## config.mk

```make
export PLATFORM = sky130hd
export DESIGN_NAME = mario_anim
export DESIGN_NICKNAME = d
export VERILOG_FILES = /design/src/rtl/mario_pkg.sv /design/src/rtl/mario_anim_frame_tick_gen.sv /design/src/rtl/mario_anim.sv
export SDC_FILE = /design/constraint.sdc
export NUM_CORES = 1
export LEC_CHECK = 0
export ABC_AREA = 1
export CAP_MARGIN = 30
export CORE_AREA = 2 2 121 123
export CTS_BUF_LIST = sky130_fd_sc_hd__clkbuf_4 sky130_fd_sc_hd__clkbuf_8
export DETAILED_ROUTE_END_ITERATION = 8
export DIE_AREA = 0 0 123 125
export GPL_TIMING_DRIVEN = 1
export MAX_ROUTING_LAYER = met4
export PLACE_DENSITY_LB_ADDON = 0.25
export SYNTH_ARGS = -nofsm -noshare
export SYNTH_HDL_FRONTEND = slang
export SYNTH_SLANG_ARGS = --single-unit
```

## constraint.sdc

```tcl
create_clock -name Clk -period 2.7 [get_ports Clk]
set_clock_uncertainty 0.2 [all_clocks]
set_input_delay 0.54 -clock Clk [delete_from_list [all_inputs] [get_ports Clk]]
set_output_delay 0.54 -clock Clk [all_outputs]
set_load 0.01 [all_outputs]
```

## src/rtl/mario_pkg.sv

```systemverilog
// Shared types and constants for the Mario sprite-frame sequencer.
// Latency: n/a (declarations only).
// Backpressure: n/a.
package mario_pkg;

    // Animation state, also exported on the anim_state port.
    typedef enum logic [1:0] {
        S_STAND = 2'd0,
        S_WALK  = 2'd1,
        S_JUMP  = 2'd2,
        S_DEAD  = 2'd3
    } anim_state_t;

    // HID usage codes for the A / D keys and the sprite ROM key colour.
    localparam logic [7:0]  KEY_LEFT_C    = 8'h04;
    localparam logic [7:0]  KEY_RIGHT_C   = 8'h07;
    localparam logic [23:0] TRANSPARENT_C = 24'hFF00FF;

    // True when either byte of the two-key HID report matches the code.
    function automatic logic key_hit(input logic [15:0] keycode, input logic [7:0] code);
        return (keycode[7:0] == code) || (keycode[15:8] == code);
    endfunction

endpackage

```

## src/rtl/mario_anim_frame_tick_gen.sv

```systemverilog
// Rising-edge detector on the vertical-sync strobe: one Clk pulse per frame.
// Latency: combinational pulse in the first Clk cycle frame_clk is seen high.
// Backpressure: none; free-running.
//
// Ports: Clk/Reset (async active-high), frame_clk (VGA_VS, synchronous to Clk),
//        frame_tick (one-cycle pulse).
module frame_tick_gen (
    input  logic Clk,
    input  logic Reset,
    input  logic frame_clk,
    output logic frame_tick
);

    // Previous-value register resets to 1 so that releasing reset while
    // frame_clk is already high does not fabricate a tick.
    logic prev_q;
    logic prev_d;

    always_comb begin
        prev_d = frame_clk;
    end

    always_ff @(posedge Clk or posedge Reset) begin
        if (Reset) begin
            prev_q <= 1'b1;
        end else begin
            prev_q <= prev_d;
        end
    end

    assign frame_tick = frame_clk & ~prev_q;

endmodule

```

## src/rtl/mario_anim.sv

```systemverilog
// Mario sprite-frame sequencer: per-frame animation FSM plus per-pixel ROM select.
// Latency: 2 Clk from mario flag to mario_pic_out/mario_vis; state changes 1 Clk after frame_tick.
// Backpressure: none; accepts one pixel per Clk.
//
// Ports: Clk/Reset (async active-high); frame_clk (VGA_VS); keycode (two HID bytes);
//        mario_alive, mario_in_air (game state); mario (in-sprite flag);
//        eleven 24-bit ROM outputs (1-cycle read latency);
//        mario_pic_out, mario_vis (registered pixel out); facing_left, anim_state.
module mario_anim
    import mario_pkg::*;
#(
    parameter int          FRAMES_PER_STEP = 6,
    parameter logic [23:0] TRANSPARENT     = TRANSPARENT_C,
    parameter logic [7:0]  KEY_LEFT        = KEY_LEFT_C,
    parameter logic [7:0]  KEY_RIGHT       = KEY_RIGHT_C
) (
    input  logic        Clk,
    input  logic        Reset,
    input  logic        frame_clk,
    input  logic [15:0] keycode,
    input  logic        mario_alive,
    input  logic        mario_in_air,
    input  logic        mario,
    input  logic [23:0] mario_sr,
    input  logic [23:0] mario_sl,
    input  logic [23:0] mario_rr1,
    input  logic [23:0] mario_rr2,
    input  logic [23:0] mario_rr3,
    input  logic [23:0] mario_rl1,
    input  logic [23:0] mario_rl2,
    input  logic [23:0] mario_rl3,
    input  logic [23:0] mario_jr,
    input  logic [23:0] mario_jl,
    input  logic [23:0] mario_die,
    output logic [23:0] mario_pic_out,
    output logic        mario_vis,
    output logic        facing_left,
    output logic [1:0]  anim_state
);

    localparam logic [5:0] FCNT_LAST = 6'(FRAMES_PER_STEP - 1);

    // ------------------------------------------------------------------
    // Frame tick
    // ------------------------------------------------------------------
    logic frame_tick;

    frame_tick_gen u_frame_tick_gen (
        .Clk        (Clk),
        .Reset      (Reset),
        .frame_clk  (frame_clk),
        .frame_tick (frame_tick)
    );

    // ------------------------------------------------------------------
    // Key decode
    // ------------------------------------------------------------------
    logic key_l;
    logic key_r;

    assign key_l = key_hit(keycode, KEY_LEFT);
    assign key_r = key_hit(keycode, KEY_RIGHT);

    // ------------------------------------------------------------------
    // Animation state, facing and walk cycle (update only on frame_tick)
    // ------------------------------------------------------------------
    anim_state_t state_q,  state_d;
    logic        facing_q, facing_d;
    logic [5:0]  fcnt_q,   fcnt_d;
    logic [1:0]  phase_q,  phase_d;

    always_comb begin
        state_d  = state_q;
        facing_d = facing_q;
        fcnt_d   = fcnt_q;
        phase_d  = phase_q;

        if (frame_tick && state_q != S_DEAD) begin
            // Priority: death, airborne, exactly one direction key, idle.
            // Both keys held cancel each other and read as idle.
            if (!mario_alive) begin
                state_d = S_DEAD;
            end else if (mario_in_air) begin
                state_d = S_JUMP;
            end else if (key_l ^ key_r) begin
                state_d = S_WALK;
            end else begin
                state_d = S_STAND;
            end

            // Facing follows a lone direction key, including mid-jump.
            if (key_l && !key_r) begin
                facing_d = 1'b1;
            end else if (key_r && !key_l) begin
                facing_d = 1'b0;
            end

            if (state_d == S_WALK) begin
                if (state_q != S_WALK) begin
                    // Fresh walk always starts on the first stride frame.
                    fcnt_d  = 6'd0;
                    phase_d = 2'd0;
                end else if (fcnt_q == FCNT_LAST) begin
                    fcnt_d  = 6'd0;
                    phase_d = (phase_q == 2'd2) ? 2'd0 : phase_q + 2'd1;
                end else begin
                    fcnt_d  = fcnt_q + 6'd1;
                end
            end
        end
    end

    always_ff @(posedge Clk or posedge Reset) begin
        if (Reset) begin
            state_q  <= S_STAND;
            facing_q <= 1'b0;
            fcnt_q   <= 6'd0;
            phase_q  <= 2'd0;
        end else begin
            state_q  <= state_d;
            facing_q <= facing_d;
            fcnt_q   <= fcnt_d;
            phase_q  <= phase_d;
        end
    end

    assign facing_left = facing_q;
    assign anim_state  = state_q;

    // ------------------------------------------------------------------
    // ROM frame select (combinational from registered state)
    // ------------------------------------------------------------------
    logic [23:0] pix_mux;
    logic [23:0] walk_r;
    logic [23:0] walk_l;

    always_comb begin
        // Phase 3 never occurs; fall back to the first stride frame.
        case (phase_q)
            2'd1:    begin walk_r = mario_rr2; walk_l = mario_rl2; end
            2'd2:    begin walk_r = mario_rr3; walk_l = mario_rl3; end
            default: begin walk_r = mario_rr1; walk_l = mario_rl1; end
        endcase
    end

    always_comb begin
        case (state_q)
            S_WALK:  pix_mux = facing_q ? walk_l   : walk_r;
            S_JUMP:  pix_mux = facing_q ? mario_jl : mario_jr;
            S_DEAD:  pix_mux = mario_die;
            default: pix_mux = facing_q ? mario_sl : mario_sr;
        endcase
    end

    // ------------------------------------------------------------------
    // Pixel pipeline
    // ------------------------------------------------------------------
    // Stage 1 delays the in-sprite flag to line up with the ROM data, which
    // arrives one cycle after its address. Stage 2 registers colour and the
    // visibility flag together, masking out the ROM key colour.
    logic        mario_d1_q, mario_d1_d;
    logic [23:0] pic_q,      pic_d;
    logic        vis_q,      vis_d;

    always_comb begin
        mario_d1_d = mario;
        pic_d      = pix_mux;
        vis_d      = mario_d1_q & (pix_mux != TRANSPARENT);
    end

    always_ff @(posedge Clk or posedge Reset) begin
        if (Reset) begin
            mario_d1_q <= 1'b0;
            pic_q      <= 24'h0;
            vis_q      <= 1'b0;
        end else begin
            mario_d1_q <= mario_d1_d;
            pic_q      <= pic_d;
            vis_q      <= vis_d;
        end
    end

    assign mario_pic_out = pic_q;
    assign mario_vis     = vis_q;

endmodule

```

==> results of run 1 <==
cell usage after synthesis, drive strengths merged, types with 2 or more instances:
| library cell | number | area, um^2 |
|---|---|---|
| o21ai | 19 | 95.1 |
| ha | 6 | 75.1 |
| nor3 | 3 | 15.0 |
| o211ai | 2 | 15.0 |
| a21oi | 53 | 265 |
| clkbuf | 13 | 51.3 |
| or2 | 19 | 119 |
| buf | 32 | 194 |
| nand3 | 109 | 546 |
| inv | 145 | 544 |
| dfrtp | 37 | 926 |
| nor4 | 2 | 12.5 |
| nor2 | 61 | 251 |
| nand2 | 321 | 1200 |
layer usage:
| layer | vias to the layer above | part of all wire [%] | GRT usage, % |
|---|---|---|---|
| li1 | 3112 | - | - |
| met1 | 2595 | 39 | 28.2 |
| met2 | 218 | 50 | 44.6 |
| met3 | 36 | 7.7 | 5.25 |
| met4 | 0 | 2.7 | 6.48 |
| met5 | - | 0 | - |
state kept, by name (all words and copies together), names as in the netlist:
name	flops
mario_pic_out	24
fcnt_q	6
anim_state	2
phase_q	2
facing_left	1
mario_d1_q	1
mario_vis	1
u_frame_tick_gen.prev_q	1
power by group through the flow:
stage	Sequential (mW)	Clock, mW	Combinational [mW]
2_1_floorplan	0.617	0	0.124
3_3_place_gp	0.606	0	0.609
3_5_place_dp	0.606	0	0.614
4_1_cts	0.595	0.434	0.617
5_1_grt	0.597	0.459	0.679
6_report	0.595	0.422	0.616
final cells by class:
class,instances,area [um^2],area share (%)
diodes,1,2.50,0.0316
clock buffers,6,82.6,1.04
clock inverters,2,12.5,0.158
inverters,145,548,6.92
multi-input cells,601,2700,34.0
flip-flops and latches,38,956,12.1
well taps,184,230,2.91
repair buffers,338,3390,42.8
what timing repair did:
| item | 4_1_cts | 5_1_grt |
|---|---|---|
| pin swaps | 0 | 9 |
| setup endpoints to repair | 1 | 5 |
| gates resized for setup | 1 | 16 |
cells by family after synthesis:
kind of cell / Yosys count / share of synthesized area (%)
simple gates: 516 / 49.1
buf+inv: 190 / 18.0
compound gates: 79 / 9.47
flops: 38 / 21.7
fa+ha+maj: 6 / 1.71
worst register-to-register path: stages, from the launching register on:
cell,delay [ns]
dfrtp_4,0.65
buf_12,0.29
buf_4,0.26
nand2_1,0.07
a21oi_1,0.18
nor2_1,0.06
nand2_1,0.06
nand2_1,0.06
nor2_1,0.10
nand2_1,0.05
nor2_1,0.13
nand3_1,0.09
nand2_1,0.07
inv_1,0.03
cells in the final DEF (no fill, tap or decap), types with 2 or more instances in the layout:
| master | count |
|---|---|
| a21oi_1 | 53 |
| buf_12 | 5 |
| buf_4 | 20 |
| clkbuf_8 | 6 |
| clkdlybuf4s50_1 | 310 |
| clkinv_2 | 2 |
| dfrtp_1 | 36 |
| dlymetal6s2s_1 | 3 |
| ha_1 | 6 |
| inv_1 | 140 |
| inv_2 | 2 |
| nand2_1 | 320 |
| nand3_1 | 108 |
| nor2_1 | 57 |
| nor2_4 | 3 |
| nor3_1 | 3 |
| o211ai_1 | 2 |
| o21ai_0 | 17 |
| o21ai_1 | 2 |
| or2_2 | 19 |
worst max path at each step:
stage / start / end / slack, ns / cells past startpoint
after global routing: keycode[5] / fcnt_q[5]$_DFFE_PP0P_ / -0.05 / 13
final: keycode[5] / fcnt_q[5]$_DFFE_PP0P_ / 0.14 / 12
after CTS: keycode[5] / fcnt_q[5]$_DFFE_PP0P_ / 0.03 / 13
after detailed placement: keycode[5] / fcnt_q[5]$_DFFE_PP0P_ / -0.31 / 13
after floorplan: keycode[5] / fcnt_q[5]$_DFFE_PP0P_ / 0.28 / 12
after global placement: keycode[5] / fcnt_q[5]$_DFFE_PP0P_ / -0.20 / 13
==> key figures, run 1 <==
Pwr
  • Internal power: roughly 1.2 mW
  • Sw frac: between 20% and 30%
  • Sequential share of power: 36.4%
  • P_sw: between 0.3 and 0.4 mW
  • Overall power: between 1.5 and 2 mW
  • Clk pwr share: between 20% and 30%
  • Logic pwr share: 37.7%
  • Cell area power density: ~210 nW/um^2
  • Worst IR Drop VDD: 0.176 mV
  • Leak: 3.89 nW

Synth
  • Fraction of registers with async set or reset after synthesis: between 90% and 100%
  • Synth Warn #: 0
  • EDFF count, synth: 0
  • Netlist cell types: 28
  • Seq/Total Area, Yosys: a little over a fifth
  • Synth Cell Area: 4390 um^2
  • Top FF cell, synth: dfrtp_1
  • Syn Inst Count: approximately 830
  • Syn_nets: between 1k and 1.5k
  • Syn Area/Cell: between 5 and 6 um^2
  • Post-synthesis register bit count: 38

Clock network
  • Max Root-Sink Buffers: 2
  • CTS Hold Bufs: 0
  • CTS tree: built
  • Later-pin clock latency in the skew report: around 0.29 ns
  • H-tree depth: 2
  • Setup Fix Bufs, Post-CTS: 0
  • TritonCTS buffer count: 5
  • CTS clk-pin slew, worst paths: around 0.080 ns
  • CTS Root Cell: clkbuf_8
  • Clock sinks: 38

Worst setup path
  • Reg2reg setup slack: approximately 0.29 ns
  • CP max stage delay: ~0.44 ns
  • Reg2reg start: facing_left$_DFFE_PP0P_
  • Critical path capture point type: flop
  • Cell family contributing the most delay on the critical path: simple AND/OR/NAND/NOR gates
  • Worst R2R Path Depth: 13
  • Kind of start point of the critical path: input port
  • Worst-path fanout max: 3
  • Critical path cell sequence: clkdlybuf4s50_1 -> nor4_2 -> nand3b_1 -> o31ai_2 -> ha_1 -> inv_2 -> nand2_4 -> nor2_4 -> nand3_2 -> nor2_2 -> o21ai_1 -> a21oi_1
  • CP bufs+invs: 2
  • R2r endpoint: mario_vis$_DFF_PP0_
  • Slowest-stage cell, CP: clkdlybuf4s50_1
  • Crit path DAT: ~2.6 ns
  • Critical Path RT: around 2.7 ns
  • CP Class: input port to flop

Final layout
  • Net count, final: roughly 1.4k
  • Post-layout instance area: just under 8000 um^2
  • Util after Layout: ~56%
  • Filler cell count: between 1k and 1.5k
  • Syn-to-layout area delta: 80.4%
  • Layout cells sized above 1: about 6%
  • Final Non-Filler Cells: 1315

Min path
  • Hold EP: mario_vis$_DFF_PP0_
  • Hold path start: mario_d1_q$_DFF_PP0_
  • Worst Hold Class: flop to flop
  • Worst hold path depth: 2

Die
  • Die area: 15400 um^2
  • Die Width: 123 um
  • Site Rows: 44
  • Ports: roughly 310
  • Core box area: between 10000 and 15000 um^2
  • Die H: around 130 um
  • Starting density of the core: 30.9%

Routing
  • Remaining antenna violation count: 0
  • DRT Pass-1 Iters: 4
  • Post-Route WL: roughly 19000 um
  • Vias per inst: between 4 and 5
  • Vias: a little under 6k
  • First DRT Iteration DRCs: between 300 and 400
  • Wire length per cell: 14.5 um
  • Number of remaining DRC errors: 0

Global route
  • First-pass GRT wire length: ~29000 um
  • Vias in the first global route: a little under 6k
  • Initial antenna violation count: 1
  • Total track usage: around a quarter
  • Grt ovf: 0
  • Pin count of the biggest net entering global routing: 58

STA
  • Setup WS post-layout: approximately 0.14 ns
  • Final min period: about 2.6 ns
  • Final Cycle Share: approximately 95%
  • Peak Freq: about 0.39 GHz
  • Fin. max-slew vios: 0
  • Final setup fails: 0
  • Hold slack: approximately 0.27 ns
  • Relative slew slack: about two fifths
  • Slew @ Worst Pin: 0.869 ns
  • Final hold violation count: 0
  • Setup_tns: 0 ns

Place
  • Placed cell area: about 7800 um^2
  • Dpl ws: -0.314 ns
  • Dpl cells: 1306
  • Gp weighted congestion: approximately 0.85
  • Port buffer count: between 300 and 400
  • Detailed placement HPWL: between 15000 and 20000 um

Run status
  • Status: completed

Run
  • Max cap viols: 0
Note: power is estimated with default switching activity, not from simulation.
==> inputs of run 2 (changes only) <==
--- a/config.mk
+++ b/config.mk
@@ -7,10 +7,10 @@
 export LEC_CHECK = 0
 export ABC_AREA = 1
 export CAP_MARGIN = 30
-export CORE_AREA = 2 2 121 123
+export CORE_MARGIN = 2
+export CORE_UTILIZATION = 30
 export CTS_BUF_LIST = sky130_fd_sc_hd__clkbuf_4 sky130_fd_sc_hd__clkbuf_8
 export DETAILED_ROUTE_END_ITERATION = 8
-export DIE_AREA = 0 0 123 125
 export GPL_TIMING_DRIVEN = 1
 export MAX_ROUTING_LAYER = met4
 export PLACE_DENSITY_LB_ADDON = 0.25
==> key figures, run 2 (synthesis results as in run 1) <==
Worst setup path
  • Worst-path fanout max: 6
  • Crit path DAT: about 2.5 ns
  • Kind of start point of the critical path: input port
  • CP Class: input port to flop
  • Critical path capture point type: flop
  • Critical Path RT: 2.68 ns

Die
  • Starting density of the core: a little under a third
  • Die area: approximately 16000 um^2
  • Site Rows: 44
  • Ports: 314
  • Core box area: between 10000 and 15000 um^2
  • Die H: about 120 um
  • Die Width: between 100 and 150 um

Run status
  • Status: completed

Global route
  • Pin count of the biggest net entering global routing: 50
  • Total track usage: approximately a quarter
  • Vias in the first global route: around 5.8k
  • Grt ovf: 0
  • Initial antenna violation count: 0
  • First-pass GRT wire length: 29700 um

STA
  • Fin. max-slew vios: 0
  • Peak Freq: between 0.3 and 0.4 GHz
  • Final min period: 2.55 ns
  • Final Cycle Share: a little over nine tenths
  • RSZ-0062 raised after global routing: no
  • Relative slew slack: a little over half
  • Final setup fails: 0
  • Slew @ Worst Pin: 0.680 ns
  • Hold slack: 0.242 ns
  • Final hold violation count: 0
  • Setup_tns: 0 ns

Final layout
  • Util after Layout: a little over half
  • Layout cells sized above 1: approximately 5.9%
  • Final Non-Filler Cells: approximately 1.3k
  • Most frequent cells in the layout: nand2_1 (320), clkdlybuf4s50_1 (311), inv_1 (141)
  • Diodes inserted: 0
  • Filler cell count: about 1.5k
  • Net count, final: about 1.4k
  • Syn-to-layout area delta: 79.8%
  • Max reg flops: 24
  • Most common cell after layout, fill and taps aside: nand2_1

Clock network
  • CTS clk-pin slew, worst paths: approximately 0.080 ns
  • CTS tree: built
  • CTS Hold Bufs: 0
  • TritonCTS buffer count: 5
  • Max Root-Sink Buffers: 2
  • H-tree depth: 2
  • CTS Root Cell: clkbuf_8
  • Clock sinks: 38
  • Later-pin clock latency in the skew report: approximately 0.29 ns

Routing
  • Post-Route WL: 19100 um
  • Number of remaining DRC errors: 0
  • Remaining antenna violation count: 0
  • DRT Pass-1 Iters: 4
  • Vias per inst: between 4 and 5
  • Vias: 5904
  • First DRT Iteration DRCs: 247
  • Wire length per cell: 14.5 um

Place
  • Dpl cells: 1308
  • Detailed placement HPWL: roughly 16000 um
  • Gp weighted congestion: just under 0.9
  • Port buffer count: about 310

Run
  • Max cap viols: 0

Pwr
  • Leak: slightly below 4 nW
  • Cell area power density: around 200 nW/um^2
  • Overall power: 1.63 mW
  • Worst IR Drop VDD: around 0.19 mV

Min path
  • Worst Hold Class: flop to flop
==> run 2: metal layers <==
metal | vias to the layer above | GRT usage, % | wire length [um]
li1 | 3118 | - | -
met1 | 2545 | 28.7 | 7960
met2 | 211 | 43.1 | 9430
met3 | 30 | 4.49 | 1190
met4 | 0 | 6.27 | 516
met5 | - | - | 0
==> run 2: critical path, cell delays in order <==
cell,delay (ns)
clkdlybuf4s50_1,0.41
nor4_2,0.20
nand3b_1,0.13
o31ai_1,0.27
ha_1,0.27
inv_1,0.07
nand2_2,0.07
nor2_4,0.19
inv_4,0.07
nor2_4,0.14
buf_4,0.13
nor3_1,0.04
==> run 2: layout make-up <==
cell class	count	area, um^2	area share, %
repair buffers	341	3400	43.1
clock inverters	2	12.5	0.159
inverters	145	548	6.95
clock buffers	6	82.6	1.05
flip-flops and latches	38	956	12.1
well taps	184	230	2.92
multi-input cells	601	2660	33.7
==> run 2: path summary, 6_finish.rpt <==
kind	startpoint	to	slack, ns	depth (start not counted)
worst max-delay path	keycode[7]	fcnt_q[4]$_DFFE_PP0P_	0.15	12
worst min-delay path	mario_d1_q$_DFF_PP0_	mario_vis$_DFF_PP0_	0.24	2
worst max register to register	phase_q[0]$_DFFE_PP0P_	mario_vis$_DFF_PP0_	0.37	14
worst min register to register	mario_d1_q$_DFF_PP0_	mario_vis$_DFF_PP0_	0.24	2
max in group asynchronous	Reset	mario_pic_out[20]$_DFF_PP0_	1.36	3
min in group asynchronous	Reset	mario_pic_out[6]$_DFF_PP0_	0.37	2
==> run 2: power breakdown <==
group | switching [mW] | internal [mW] | total, mW
registers | 0.00503 | 0.589 | 0.594
logic | 0.170 | 0.443 | 0.612
clock network | 0.213 | 0.206 | 0.418
total | 0.387 | 1.24 | 1.63
==> run 2: what timing repair did <==
action / 4_1_cts / 5_1_grt
resized for setup: 0 / 10
setup endpoints to repair: 0 / 5
buffers inserted: 0 / 1
endpoints found under the hold margin: 0 / 0
==> run 2: metrics by stage <==
step	setup slack, ns	cell area [um^2]
after floorplan	0.283	4390
final	0.151	7890
after global placement	-0.190	7760
after detailed placement	-0.251	7760
after CTS	0.0541	7860
after global routing	0.0307	7890
==> inputs of run 3 (changes only) <==
--- a/config.mk
+++ b/config.mk
@@ -13,7 +13,7 @@
 export DETAILED_ROUTE_END_ITERATION = 8
 export GPL_TIMING_DRIVEN = 1
 export MAX_ROUTING_LAYER = met4
-export PLACE_DENSITY_LB_ADDON = 0.25
+export PLACE_DENSITY = 0.72
 export SYNTH_ARGS = -nofsm -noshare
 export SYNTH_HDL_FRONTEND = slang
 export SYNTH_SLANG_ARGS = --single-unit
==> key figures, run 3 (synthesis results as in run 1) <==
Clock network
  • Max Root-Sink Buffers: 2
  • CTS clk-pin slew, worst paths: about 0.08 ns
  • Clock sinks: 38
  • CTS tree: built
  • CTS Root Cell: clkbuf_8
  • H-tree depth: 2
  • TritonCTS buffer count: 5
  • Later-pin clock latency in the skew report: around 0.29 ns
  • CTS Hold Bufs: 0

STA
  • Final min period: between 2 and 3 ns
  • Setup WS post-layout: ~0.16 ns
  • Slew @ Worst Pin: between 0.5 and 0.6 ns
  • Final hold violation count: 0
  • Final Cycle Share: roughly 94%
  • Fin. max-slew vios: 0
  • Hold slack: around 0.25 ns
  • Final setup fails: 0
  • Peak Freq: slightly below 0.4 GHz
  • RSZ-0062 raised after global routing: yes
  • Relative slew slack: 60.8%

Die
  • Ports: about 310
  • Starting density of the core: a little under a third
  • Die Width: between 100 and 150 um
  • Site Rows: 44
  • Core box area: 14400 um^2
  • Die H: roughly 120 um
  • Die area: approximately 16000 um^2

Final layout
  • Net count, final: approximately 1.4k
  • Syn-to-layout area delta: 78.7%
  • Filler cell count: around 1.5k
  • Diodes inserted: 0
  • Most common cell after layout, fill and taps aside: nand2_1
  • Most frequent cells in the layout: nand2_1 (321), clkdlybuf4s50_1 (313), inv_1 (142)
  • Max reg flops: 24
  • Final Non-Filler Cells: roughly 1.3k
  • Layout cells sized above 1: about 5.2%

Pwr
  • Leak: roughly 3.8 nW
  • Cell area power density: 208 nW/um^2
  • Worst IR Drop VDD: 0.177 mV

Routing
  • Wire length per cell: approximately 14 um
  • Post-Route WL: around 19000 um
  • Remaining antenna violation count: 0
  • Vias per inst: around 4.5
  • DRT Pass-1 Iters: 5
  • Number of remaining DRC errors: 0
  • Vias: 5910
  • First DRT Iteration DRCs: 349

Worst setup path
  • Slowest-stage cell, CP: dfrtp_4
  • CP Class: flop to output port
  • Critical path cell sequence: buf_6 -> clkdlybuf4s50_1
  • CP startpoint: facing_left$_DFFE_PP0P_
  • Critical path capture point type: output port
  • Critical Path RT: ~2 ns
  • Worst-path fanout max: 30
  • CP max stage delay: between 0.6 and 0.7 ns
  • CP bufs+invs: 2
  • Crit path DAT: approximately 1.8 ns
  • Reg2reg start: facing_left$_DFFE_PP0P_
  • Kind of start point of the critical path: flop
  • Cell family contributing the most delay on the critical path: buffers and inverters

Global route
  • Vias in the first global route: 5657
  • Grt ovf: 0
  • Initial antenna violation count: 0
  • Total track usage: between 20% and 30%
  • First-pass GRT wire length: 29400 um
  • Pin count of the biggest net entering global routing: 51

Place
  • Gp weighted congestion: ~0.91
  • Port buffer count: about 310
  • Dpl cells: about 1.3k
  • Dpl ws: -0.237 ns
  • Detailed placement HPWL: around 15000 um

Min path
  • Worst Hold Class: flop to flop
  • Hold path start: mario_d1_q$_DFF_PP0_

Run
  • Max cap viols: 0

Run status
  • Status: completed
[run 3: cell count changes in the layout (fill, tap and decap cells not counted), sizes merged]
cell and change:
buf -6, clkdlybuf4s50 +2, dlymetal6s2s -2
[run 3: power by group]
group          switching (mW)  leakage [nW]  internal [mW]  total [mW]
Sequential            0.00642         0.431          0.589       0.596
Clock                   0.214        0.0472          0.206       0.419
Combinational           0.170          3.36          0.444       0.614
Total                   0.390          3.84           1.24        1.63
[run 3: metrics by stage]
stage | TNS [ns] | area (um^2) | power, mW | util (%)
floorplan | 0 | 4390 | 0.740 | -
global placement | -0.657 | 7730 | 1.22 | 53.6
detailed placement | -1.09 | 7730 | 1.22 | 53.6
CTS | 0 | 7820 | 1.64 | 54.2
global route | -0.0897 | 7840 | 1.72 | 54.4
finish | 0 | 7840 | 1.63 | 54.4
[run 3: layout make-up]
class / count / area, um^2 / share of cell area (%)
Timing Repair Buffer: 335 / 3360 / 42.8
Tap cell: 184 / 230 / 2.94
Sequential cell: 38 / 956 / 12.2
Clock inverter: 2 / 12.5 / 0.160
Inverter: 145 / 546 / 6.96
Multi-Input combinational cell: 601 / 2660 / 33.9
Clock buffer: 6 / 82.6 / 1.05
[run 3: what timing repair did]
item                       CTS  global route
setup buffers                0             0
hold endpoints to repair     0             0
gates resized for setup      0             6
setup endpoints to repair    0             7
[run 3: final timing paths]
check                                                    end  slack (ns)  cells after the start
max                                              facing_left        0.16                      2
min                                      mario_vis$_DFF_PP0_        0.25                      2
max reg2reg                              mario_vis$_DFF_PP0_        0.25                     12
min reg2reg                              mario_vis$_DFF_PP0_        0.25                      2
max in group asynchronous  u_frame_tick_gen.prev_q$_DFF_PP1_        1.45                      3
min in group asynchronous            facing_left$_DFFE_PP0P_        0.31                      2
[run 3: worst reg2reg max path, stage by stage, from the launching register on]
cell     delay (ns)
dfrtp_4        0.61
buf_4          0.39
nand2_1        0.12
nand3_1        0.09
nand3_1        0.15
nand2_1        0.12
nand3_1        0.09
nor2_1         0.12
nand2_1        0.07
nor2_1         0.20
nand3_1        0.10
nand2_1        0.06
inv_1          0.03
[run 3: metal layers]
metal	global-route usage [%]	share of wire [%]
met5	-	0
met4	4.71	1.9
met3	3.68	6.1
met2	44.0	51
met1	29.0	41
